--- src/rtl/msg_seq_pkg.sv ---
// Shared types and constants for the UART message sequencer.
// The optional CR/LF trailer is enabled by defining MSG_SEQ_CRLF_EN.
package msg_seq_pkg;

  localparam int ADDR_W = 8;
  localparam int CNT_W  = 8;

  localparam logic [7:0] ASCII_CR = 8'h0D;
  localparam logic [7:0] ASCII_LF = 8'h0A;

  // S_CR / S_LF load the trailer bytes; they are only reachable with MSG_SEQ_CRLF_EN.
  typedef enum logic [3:0] {
    S_IDLE = 4'd0,
    S_CONV = 4'd1,
    S_ADDR = 4'd2,
    S_ROMW = 4'd3,
    S_TXW  = 4'd4,
    S_HOLD = 4'd5,
    S_FIN  = 4'd6,
    S_CR   = 4'd7,
    S_LF   = 4'd8
  } msg_state_e;

endpackage

--- src/rtl/uart_message_sequencer_tx_byte_issuer.sv ---
// Byte handshake towards serial_tx: a byte offered with valid is accepted
// as soon as serial_tx is idle. Acceptance registers the byte onto tx_data
// and raises tx_new_data for exactly one cycle (the sequencer's HOLD cycle).
module tx_byte_issuer
  import msg_seq_pkg::*;
(
  input  logic       clk,
  input  logic       rst_n,
  input  logic [7:0] byte_in,
  input  logic       valid,
  input  logic       tx_busy,
  output logic [7:0] tx_data,
  output logic       tx_new_data,
  output logic       accepted
);

  logic [7:0] tx_data_q, tx_data_d;
  logic       tx_new_data_q, tx_new_data_d;

  // Handshake: valid is held by the sequencer until accepted; accepted is valid && !tx_busy.
  assign accepted = valid & ~tx_busy;

  // Capture the byte and generate the single-cycle strobe on acceptance.
  always_comb begin
    tx_data_d     = tx_data_q;
    tx_new_data_d = accepted;
    if (accepted) tx_data_d = byte_in;
  end

  // Strobe and data registers.
  always_ff @(posedge clk or negedge rst_n) begin
    if (!rst_n) begin
      tx_data_q     <= 8'h00;
      tx_new_data_q <= 1'b0;
    end else begin
      tx_data_q     <= tx_data_d;
      tx_new_data_q <= tx_new_data_d;
    end
  end

  assign tx_data     = tx_data_q;
  assign tx_new_data = tx_new_data_q;

endmodule

--- src/rtl/uart_message_sequencer.sv ---
// Message sequencer: starts the BCD conversion, waits for it (with timeout),
// then reads ROM addresses MSG_LEN..1 and pushes each byte to serial_tx.
// Define MSG_SEQ_CRLF_EN to append CR LF after the ROM bytes.
module uart_message_sequencer
  import msg_seq_pkg::*;
#(
  parameter int MSG_LEN      = 4,
  parameter int ROM_LATENCY  = 1,
  parameter int CONV_TIMEOUT = 64
) (
  input  logic       clk,
  input  logic       rst_n,
  input  logic       send,
  output logic       busy,
  output logic       done,
  output logic       conv_err,
  output logic       conv_start,
  input  logic       conv_done,
  output logic [7:0] rom_addr,
  input  logic [7:0] rom_data,
  output logic [7:0] tx_data,
  output logic       tx_new_data,
  input  logic       tx_busy,
  output logic [3:0] dbg_state
);

  localparam logic [ADDR_W-1:0] FIRST_ADDR = ADDR_W'(MSG_LEN);
  localparam logic [ADDR_W-1:0] ADDR_ONE   = ADDR_W'(1);
  localparam logic [CNT_W-1:0]  WAIT_LOAD  = CNT_W'(ROM_LATENCY);
  localparam logic [CNT_W-1:0]  TMO_LAST   = CNT_W'(CONV_TIMEOUT - 1);
  localparam logic [CNT_W-1:0]  CNT_ONE    = CNT_W'(1);

  msg_state_e        state_q, state_d;
  logic              busy_q, busy_d;
  logic              done_q, done_d;
  logic              conv_err_q, conv_err_d;
  logic              conv_start_q, conv_start_d;
  logic [ADDR_W-1:0] rom_addr_q, rom_addr_d;
  logic [CNT_W-1:0]  wait_q, wait_d;
  logic [CNT_W-1:0]  tmo_q, tmo_d;
  logic [7:0]        byte_q, byte_d;
  logic              tx_valid;
  logic              tx_accepted;
`ifdef MSG_SEQ_CRLF_EN
  // 0: ROM bytes, 1: CR issued, 2: LF issued.
  logic [1:0]        tail_q, tail_d;
`endif

  // Next-state and registered-output logic for the message FSM.
  always_comb begin
    state_d      = state_q;
    busy_d       = busy_q;
    done_d       = 1'b0;
    conv_err_d   = conv_err_q;
    conv_start_d = 1'b0;
    rom_addr_d   = rom_addr_q;
    wait_d       = wait_q;
    tmo_d        = tmo_q;
    byte_d       = byte_q;
    tx_valid     = 1'b0;
`ifdef MSG_SEQ_CRLF_EN
    tail_d       = tail_q;
`endif
    case (state_q)
      S_IDLE: begin
        if (send) begin
          state_d      = S_CONV;
          busy_d       = 1'b1;
          conv_start_d = 1'b1;
          conv_err_d   = 1'b0;
          tmo_d        = '0;
`ifdef MSG_SEQ_CRLF_EN
          tail_d       = 2'd0;
`endif
        end
      end
      S_CONV: begin
        if (conv_done) begin
          state_d = S_ADDR;
        end else if (tmo_q == TMO_LAST) begin
          conv_err_d = 1'b1;
          state_d    = S_ADDR;
        end else begin
          tmo_d = tmo_q + CNT_ONE;
        end
      end
      S_ADDR: begin
        rom_addr_d = FIRST_ADDR;
        wait_d     = WAIT_LOAD;
        state_d    = S_ROMW;
      end
      S_ROMW: begin
        if (wait_q == '0) begin
          byte_d  = rom_data;
          state_d = S_TXW;
        end else begin
          wait_d = wait_q - CNT_ONE;
        end
      end
      S_TXW: begin
        tx_valid = 1'b1;
        if (tx_accepted) state_d = S_HOLD;
      end
      S_HOLD: begin
`ifdef MSG_SEQ_CRLF_EN
        if (tail_q == 2'd2) begin
          state_d = S_FIN;
          busy_d  = 1'b0;
          done_d  = 1'b1;
        end else if (tail_q == 2'd1) begin
          state_d = S_LF;
        end else if (rom_addr_q == ADDR_ONE) begin
          state_d = S_CR;
        end else begin
          rom_addr_d = rom_addr_q - ADDR_ONE;
          wait_d     = WAIT_LOAD;
          state_d    = S_ROMW;
        end
`else
        if (rom_addr_q == ADDR_ONE) begin
          state_d = S_FIN;
          busy_d  = 1'b0;
          done_d  = 1'b1;
        end else begin
          rom_addr_d = rom_addr_q - ADDR_ONE;
          wait_d     = WAIT_LOAD;
          state_d    = S_ROMW;
        end
`endif
      end
      S_FIN: begin
        // done/busy were set on entry; sends seen here are dropped.
        state_d = S_IDLE;
      end
`ifdef MSG_SEQ_CRLF_EN
      S_CR: begin
        byte_d  = ASCII_CR;
        tail_d  = 2'd1;
        state_d = S_TXW;
      end
      S_LF: begin
        byte_d  = ASCII_LF;
        tail_d  = 2'd2;
        state_d = S_TXW;
      end
`endif
      default: begin
        state_d = S_IDLE;
        busy_d  = 1'b0;
      end
    endcase
  end

  // State and datapath registers, cleared asynchronously.
  always_ff @(posedge clk or negedge rst_n) begin
    if (!rst_n) begin
      state_q      <= S_IDLE;
      busy_q       <= 1'b0;
      done_q       <= 1'b0;
      conv_err_q   <= 1'b0;
      conv_start_q <= 1'b0;
      rom_addr_q   <= '0;
      wait_q       <= '0;
      tmo_q        <= '0;
      byte_q       <= 8'h00;
    end else begin
      state_q      <= state_d;
      busy_q       <= busy_d;
      done_q       <= done_d;
      conv_err_q   <= conv_err_d;
      conv_start_q <= conv_start_d;
      rom_addr_q   <= rom_addr_d;
      wait_q       <= wait_d;
      tmo_q        <= tmo_d;
      byte_q       <= byte_d;
    end
  end

`ifdef MSG_SEQ_CRLF_EN
  // Trailer phase tracker.
  always_ff @(posedge clk or negedge rst_n) begin
    if (!rst_n) tail_q <= 2'd0;
    else        tail_q <= tail_d;
  end
`endif

  tx_byte_issuer u_tx_byte_issuer (
    .clk         (clk),
    .rst_n       (rst_n),
    .byte_in     (byte_q),
    .valid       (tx_valid),
    .tx_busy     (tx_busy),
    .tx_data     (tx_data),
    .tx_new_data (tx_new_data),
    .accepted    (tx_accepted)
  );

  assign busy       = busy_q;
  assign done       = done_q;
  assign conv_err   = conv_err_q;
  assign conv_start = conv_start_q;
  assign rom_addr   = rom_addr_q;
  assign dbg_state  = state_q;

endmodule

--- config.mk ---
export PLATFORM = sky130hd
export DESIGN_NAME = uart_message_sequencer
export DESIGN_NICKNAME = d
export VERILOG_FILES = /design/src/rtl/msg_seq_pkg.sv /design/src/rtl/uart_message_sequencer_tx_byte_issuer.sv /design/src/rtl/uart_message_sequencer.sv
export SDC_FILE = /design/constraint.sdc
export NUM_CORES = 1
export LEC_CHECK = 0
export ABC_CLOCK_PERIOD_IN_PS = 2950
export BUFFER_PORTS_ARGS = -buffer_cell sky130_fd_sc_hd__buf_2
export CAP_MARGIN = 10
export CORE_MARGIN = 5
export CORE_UTILIZATION = 50
export DETAILED_ROUTE_END_ITERATION = 16
export GPL_ROUTABILITY_DRIVEN = 1
export GPL_TIMING_DRIVEN = 0
export PLACE_DENSITY_LB_ADDON = 0.25
export SLEW_MARGIN = 10
export SYNTH_ARGS = -nofsm -noshare
export SYNTH_HDL_FRONTEND = slang
export SYNTH_SLANG_ARGS = --single-unit
--- constraint.sdc ---
create_clock -name clk -period 2.95 [get_ports clk]
set_input_delay 0.59 -clock clk [delete_from_list [all_inputs] [get_ports clk]]
set_output_delay 0.59 -clock clk [all_outputs]
set_load 0.005 [all_outputs]
==> After elaboration in Yosys (flattened, before gate mapping) <==
Cells that the tools add are included.
{ "op_classes": {"add_sub_neg": 3, "n_eq_ne": 18, "n_mux": 28, "bitwise": 3, "n_reduce_logical": 13} }
{ "op_table": {"columns": ["operator", "count"], "rows": [
  ["$mux W8", 6],
  ["$pmux W8 S2", 2],
  ["$pmux W4 S6", 1],
  ["$pmux W8 S3", 1],
  ["$mux W4", 5],
  ["$ne A2 B2 Y1 const B", 8],
  ["$sub A8 B1 Y8 const B", 2],
  ["$eq A4 B3 Y1 const B", 3],
  ["$reduce_and A4 Y1", 3],
  ["$mux W1", 10],
  ["$add A8 B1 Y8 const B", 1],
  ["$eq A4 B2 Y1 const B", 2],
  ["$eq A8 B1 Y1 const B", 1],
  ["$eq A8 B6 Y1 const B", 1],
  ["$logic_not A8 Y1", 1],
  ["$reduce_and A3 Y1", 2],
  ["$reduce_or A5 Y1", 1],
  ["$eq A4 B1 Y1 const B", 1],
  ["$logic_not A4 Y1", 1],
  ["$reduce_and A2 Y1", 2],
  ["$reduce_bool A2 Y1", 2],
  ["$mux W3", 1],
  ["$ne A3 B3 Y1 const B", 1],
  ["$pmux W1 S3", 1],
  ["other kinds (5)", 6]
]} }
{ "word_totals": {"register_bits": 49, "inputBits": 13} }

==> Depth between registers and ports, before layout <==
{ "depth": {"depth_word": 5, "depth_mapped": 8, "ltp_nobuf": 6} }

==> By module <==
Synthesis repeated with hierarchy kept, for this count alone.
{ "unflattened": {"hier_cells": 233, "area_unflattened_um2": 2491.1} }
{ "by_module_without_submodules": {"columns": ["mod", "instances", "cells_per_inst", "area_per_inst_um2", "seq_area_each_um2"], "rows": [
  ["uart_message_sequencer", 1, 214, 2112.0, 975.9],
  ["tx_byte_issuer", 1, 19, 379.1, 225.2]
]} }

==> Worst setup path after synthesis <==
Ideal clock, no wire load.
{ "synth_timing": {"path_type": "reg-to-reg", "startpoint": "reg rom_addr_q[1], in the netlist rom_addr[1]", "endpoint": "reg wait_q[0]", "arrival_time_ps": 1878, "t_required_ps": 2825, "slack_ps": 948, "stages_incl_launch_ff": 9, "period_less_slack_ps": 2002, "cell_sequence": "dfrtp_1 > inv_1 > ha_1 > or3b_2 > clkbuf_1 > o21ai_4 > buf_6 > a21oi_2 > mux2_2"} }
{ "synth_between": {"elab_chain_len": 3} }
{ "synth_rtl": {"columns": ["element", "line_no", "rtl"], "rows": [
  ["start: declaration", "uart_message_sequencer.sv:38", "logic [ADDR_W-1:0] rom_addr_q, rom_addr_d;"],
  ["start signal: assignment", "uart_message_sequencer.sv:172", "rom_addr_q <= rom_addr_d;"],
  ["$eq A8 B1 Y1", "uart_message_sequencer.sv:120", "if (rom_addr_q == ADDR_ONE) begin"],
  ["$ne A2 B2 Y1 (no source line)", null, null],
  ["$reduce_and A3 Y1 (no source line)", null, null],
  ["end signal: assignment", "uart_message_sequencer.sv:173", "wait_q <= wait_d;"],
  ["end: declaration", "uart_message_sequencer.sv:39", "logic [CNT_W-1:0] wait_q, wait_d;"]
]} }
No other way between the ends.
A chain may end at the register's enable or synchronous reset.

==> Worst setup path after layout <==
{ "layout_timing": {"startpoint": "reg tmo_q[0]", "endpoint": "reg state_q[2], in the netlist dbg_state[2]"} }
{ "layout_between": {"elab_chain_len": 3} }
{ "layout_rtl": {"columns": ["element", "line_no", "rtl"], "rows": [
  ["start: declaration", "uart_message_sequencer.sv:40", "logic [CNT_W-1:0] tmo_q, tmo_d;"],
  ["start signal: assignment", "uart_message_sequencer.sv:174", "tmo_q <= tmo_d;"],
  ["$eq A8 B6 Y1", "uart_message_sequencer.sv:80", "end else if (tmo_q == TMO_LAST) begin"],
  ["$ne A3 B3 Y1 (no source line)", null, null],
  ["$reduce_and A4 Y1 (no source line)", null, null],
  ["end signal: assignment", "uart_message_sequencer.sv:167", "state_q <= state_d;"],
  ["end: declaration", "uart_message_sequencer.sv:33", "msg_state_e state_q, state_d;"]
]} }
No other way between the ends.

==> flow_metrics.tcl <==
set metrics [dict create \
    grt_util_all_layers 0.1718 \
    core_um2 4755 \
    critical_path.max_fanout 10 \
    post-synth-top-area-fraction 0.4900 \
    via_per_inst 5.500 \
    hold_buffers 0 \
    globalRouteOverflowTotal 0 \
    synthArstFlopShare 1.000 \
    tightest_slew_ns 1.033 \
    cts_setup_buffers 0 \
    ir_drop_mv 0.4551 \
    start_util 0.5155 \
    antennaDiodeCount 0 \
    dpl_cell_area_um2 2715 \
    htreeDepth 2 \
    fin_area_um2 2853 \
    grt_setup_unrepaired "no" \
    grt_pass1_vias 1842 \
    syn_area_um2 2451 \
    gp_congestion 0.8397 \
    die_area_um2 6402 \
    setup_violations 0 \
    num_io_pins 38 \
    die_h_um 80.02 \
    via_count 1870 \
    cts_resized 0 \
    yosysSeqAreaShare 0.4900 \
    synth_flop_cell "dfrtp_1" \
    drc 0 \
    fmax_mhz 451.8 \
    drtPass1Iterations 4 \
    wl_per_cell_um 14.44 \
    relSlewSlack 0.3116 \
    period_share 0.7504 \
    crit_chain "ha_1, and3_1, and4_1, buf_2, or3_1, clkbuf_1, a32o_1" \
    critPathTopFamily "simple AND/OR/NAND/NOR gates" \
    ys_warn_count 0 \
    drv_slew 0 \
    setup-tns-final_ns 0 \
    synth.distinct_cells 47 \
    avgSynthCellArea_um2 10.70 \
    place_hpwl_um 3521 \
    synth_nets 247 \
    worstSetupPathType "flip-flop to flip-flop" \
    reg2reg_from "tmo_q[0]" \
    max_stage_delay_ns 0.44 \
    power_density_nw_per_um2 932.8 \
    yosys.area.top_type "dfrtp_1" \
    dp_slack_ns 0.7532 \
    die_w_um 80.02 \
    crit_slowest_cell "dfrtp_1" \
    r2r_slack_ns 0.74 \
    path_buf_inv 2 \
    worstPathArrival_ns 2.42 \
    nets 290 \
    skew_ns 0.007674 \
    worstPathRequired_ns 3.15 \
    grt_pass1_wl_um 8645 \
    setup_slack_ns 0.7364 \
    endpoint_kind "flip-flop" \
    power_mw 2.661 \
    grt_max_degree 49 \
    antenna_found_initial 0 \
    port-buffer-count 36 \
    wl_um 4910 \
    cts_root_buf "clkbuf_8" \
    rows 25 \
    outcome "finished, final reports clean" \
    ant_nets 0 \
    clk_path_buf_depth 2 \
    critPathLaunchType "flip-flop" \
    synth_edf_count 0 \
    numCtsBuffers 5 \
    cts_tree "yes" \
    hold_viol_final 0 \
    clk_latency_ns 0.30 \
    clk_pin_slew_ns 0.10 \
    drv_cap 0 \
    ys_ff_latch 48 \
    drt_iter0_drc 80 \
    synth_area_leaders "dfrtp_1, mux2_2, o31ai_1" \
    syn_to_final_growth_pct 16.39 \
    fin_crit_ns 2.214 \
    yosys-top-cells-count "dfrtp_1, mux2_2, nand3_1, nor2_1, o21ai_0" \
    leakage_nw 1.317 \
    drive_gt1_frac 0.2967 \
    syn_inst 229 \
    synth.most_common_cell "dfrtp_1" \
    clock_sinks 48 \
    startpoint "tmo_q[0]" \
    hold_class "primary input to async pin" \
]
[per-stage QoR]
| step | utilization | hold WS [ns] | cells |
|---|---|---|---|
| final | 0.6000 | 0.4601 | 340 |
| after detailed placement | 0.5711 | 0.4877 | 332 |
| after global placement | 0.5711 | 0.4827 | 332 |
| after floorplan | - | 0.2944 | 229 |
| after CTS | 0.6000 | 0.5008 | 340 |
| after global routing | 0.6000 | 0.5096 | 340 |
[report_power, final]
part           internal, mW  switching (mW)  leakage [nW]
clock network         0.341           0.232        0.0687
registers             0.874           0.159         0.622
logic                 0.492           0.563         0.626
[worst register-to-register path: stages, from the launching register on]
cell,delay [ns]
dfrtp_1,0.44
ha_1,0.27
and3_1,0.21
and4_1,0.18
buf_2,0.17
or3_1,0.35
clkbuf_1,0.22
a32o_1,0.27
[layout make-up]
type / count / area, um^2
plain buffers: 16 / 85.08
clock buffers: 5 / 68.82
repair buffers: 36 / 180.2
multi-input cells: 157 / 1135
well taps: 67 / 83.83
flip-flops and latches: 48 / 1201
inverters: 8 / 30.03
clock inverters: 3 / 68.82
fillers: 428 / 1902
[registers in the layout (all words and copies together) (netlist names), 3 cells and up]
| name | flops |
|---|---|
| dbg_state | 3 |
| rom_addr | 8 |
| wait_q | 8 |
| byte_q | 8 |
| tmo_q | 8 |
| u_tx_byte_issuer.tx_data | 8 |
[cell usage in the layout, fill, tap and decap left out, types with 5 or more instances in the layout]
master	instances
buf_2	41
clkbuf_1	7
clkbuf_8	5
dfrtp_1	48
ha_1	5
inv_1	8
mux2_2	17
mux2i_1	7
nand2_1	8
nand2b_1	6
nand3_1	14
nand3b_1	7
nor2_1	14
nor3_1	5
o211ai_1	5
o21ai_0	11
o31ai_1	10
or4_1	5
[layer usage]
metal / up-vias / GRT usage / wire [um]
met2: 38 / 0.2748 / 2302
met5: - / 0 / 0
met3: 9 / 0.04515 / 236
li1: 922 / - / -
met4: 0 / 0.06419 / 100
met1: 901 / 0.2225 / 2270
[path summary, 6_finish.rpt]
path | to | cells after the start
worst max register to register | dbg_state[2] | 7
worst min register to register | rom_addr[7] | 1
worst min-delay path | tmo_q[5] | 1
worst max-delay path | dbg_state[2] | 7
min in group clk | rom_addr[7] | 1
max in group asynchronous | wait_q[7] | 1
[cell families after synthesis]
family          synth area share
simple gates              0.1843
flops                     0.4900
compound gates            0.1378
mux                       0.1067
buf+inv                  0.04696
fa+ha+maj                0.02552
xor+xnor                0.007148
other cells             0.001530
(Power assumes the default switching activity.)
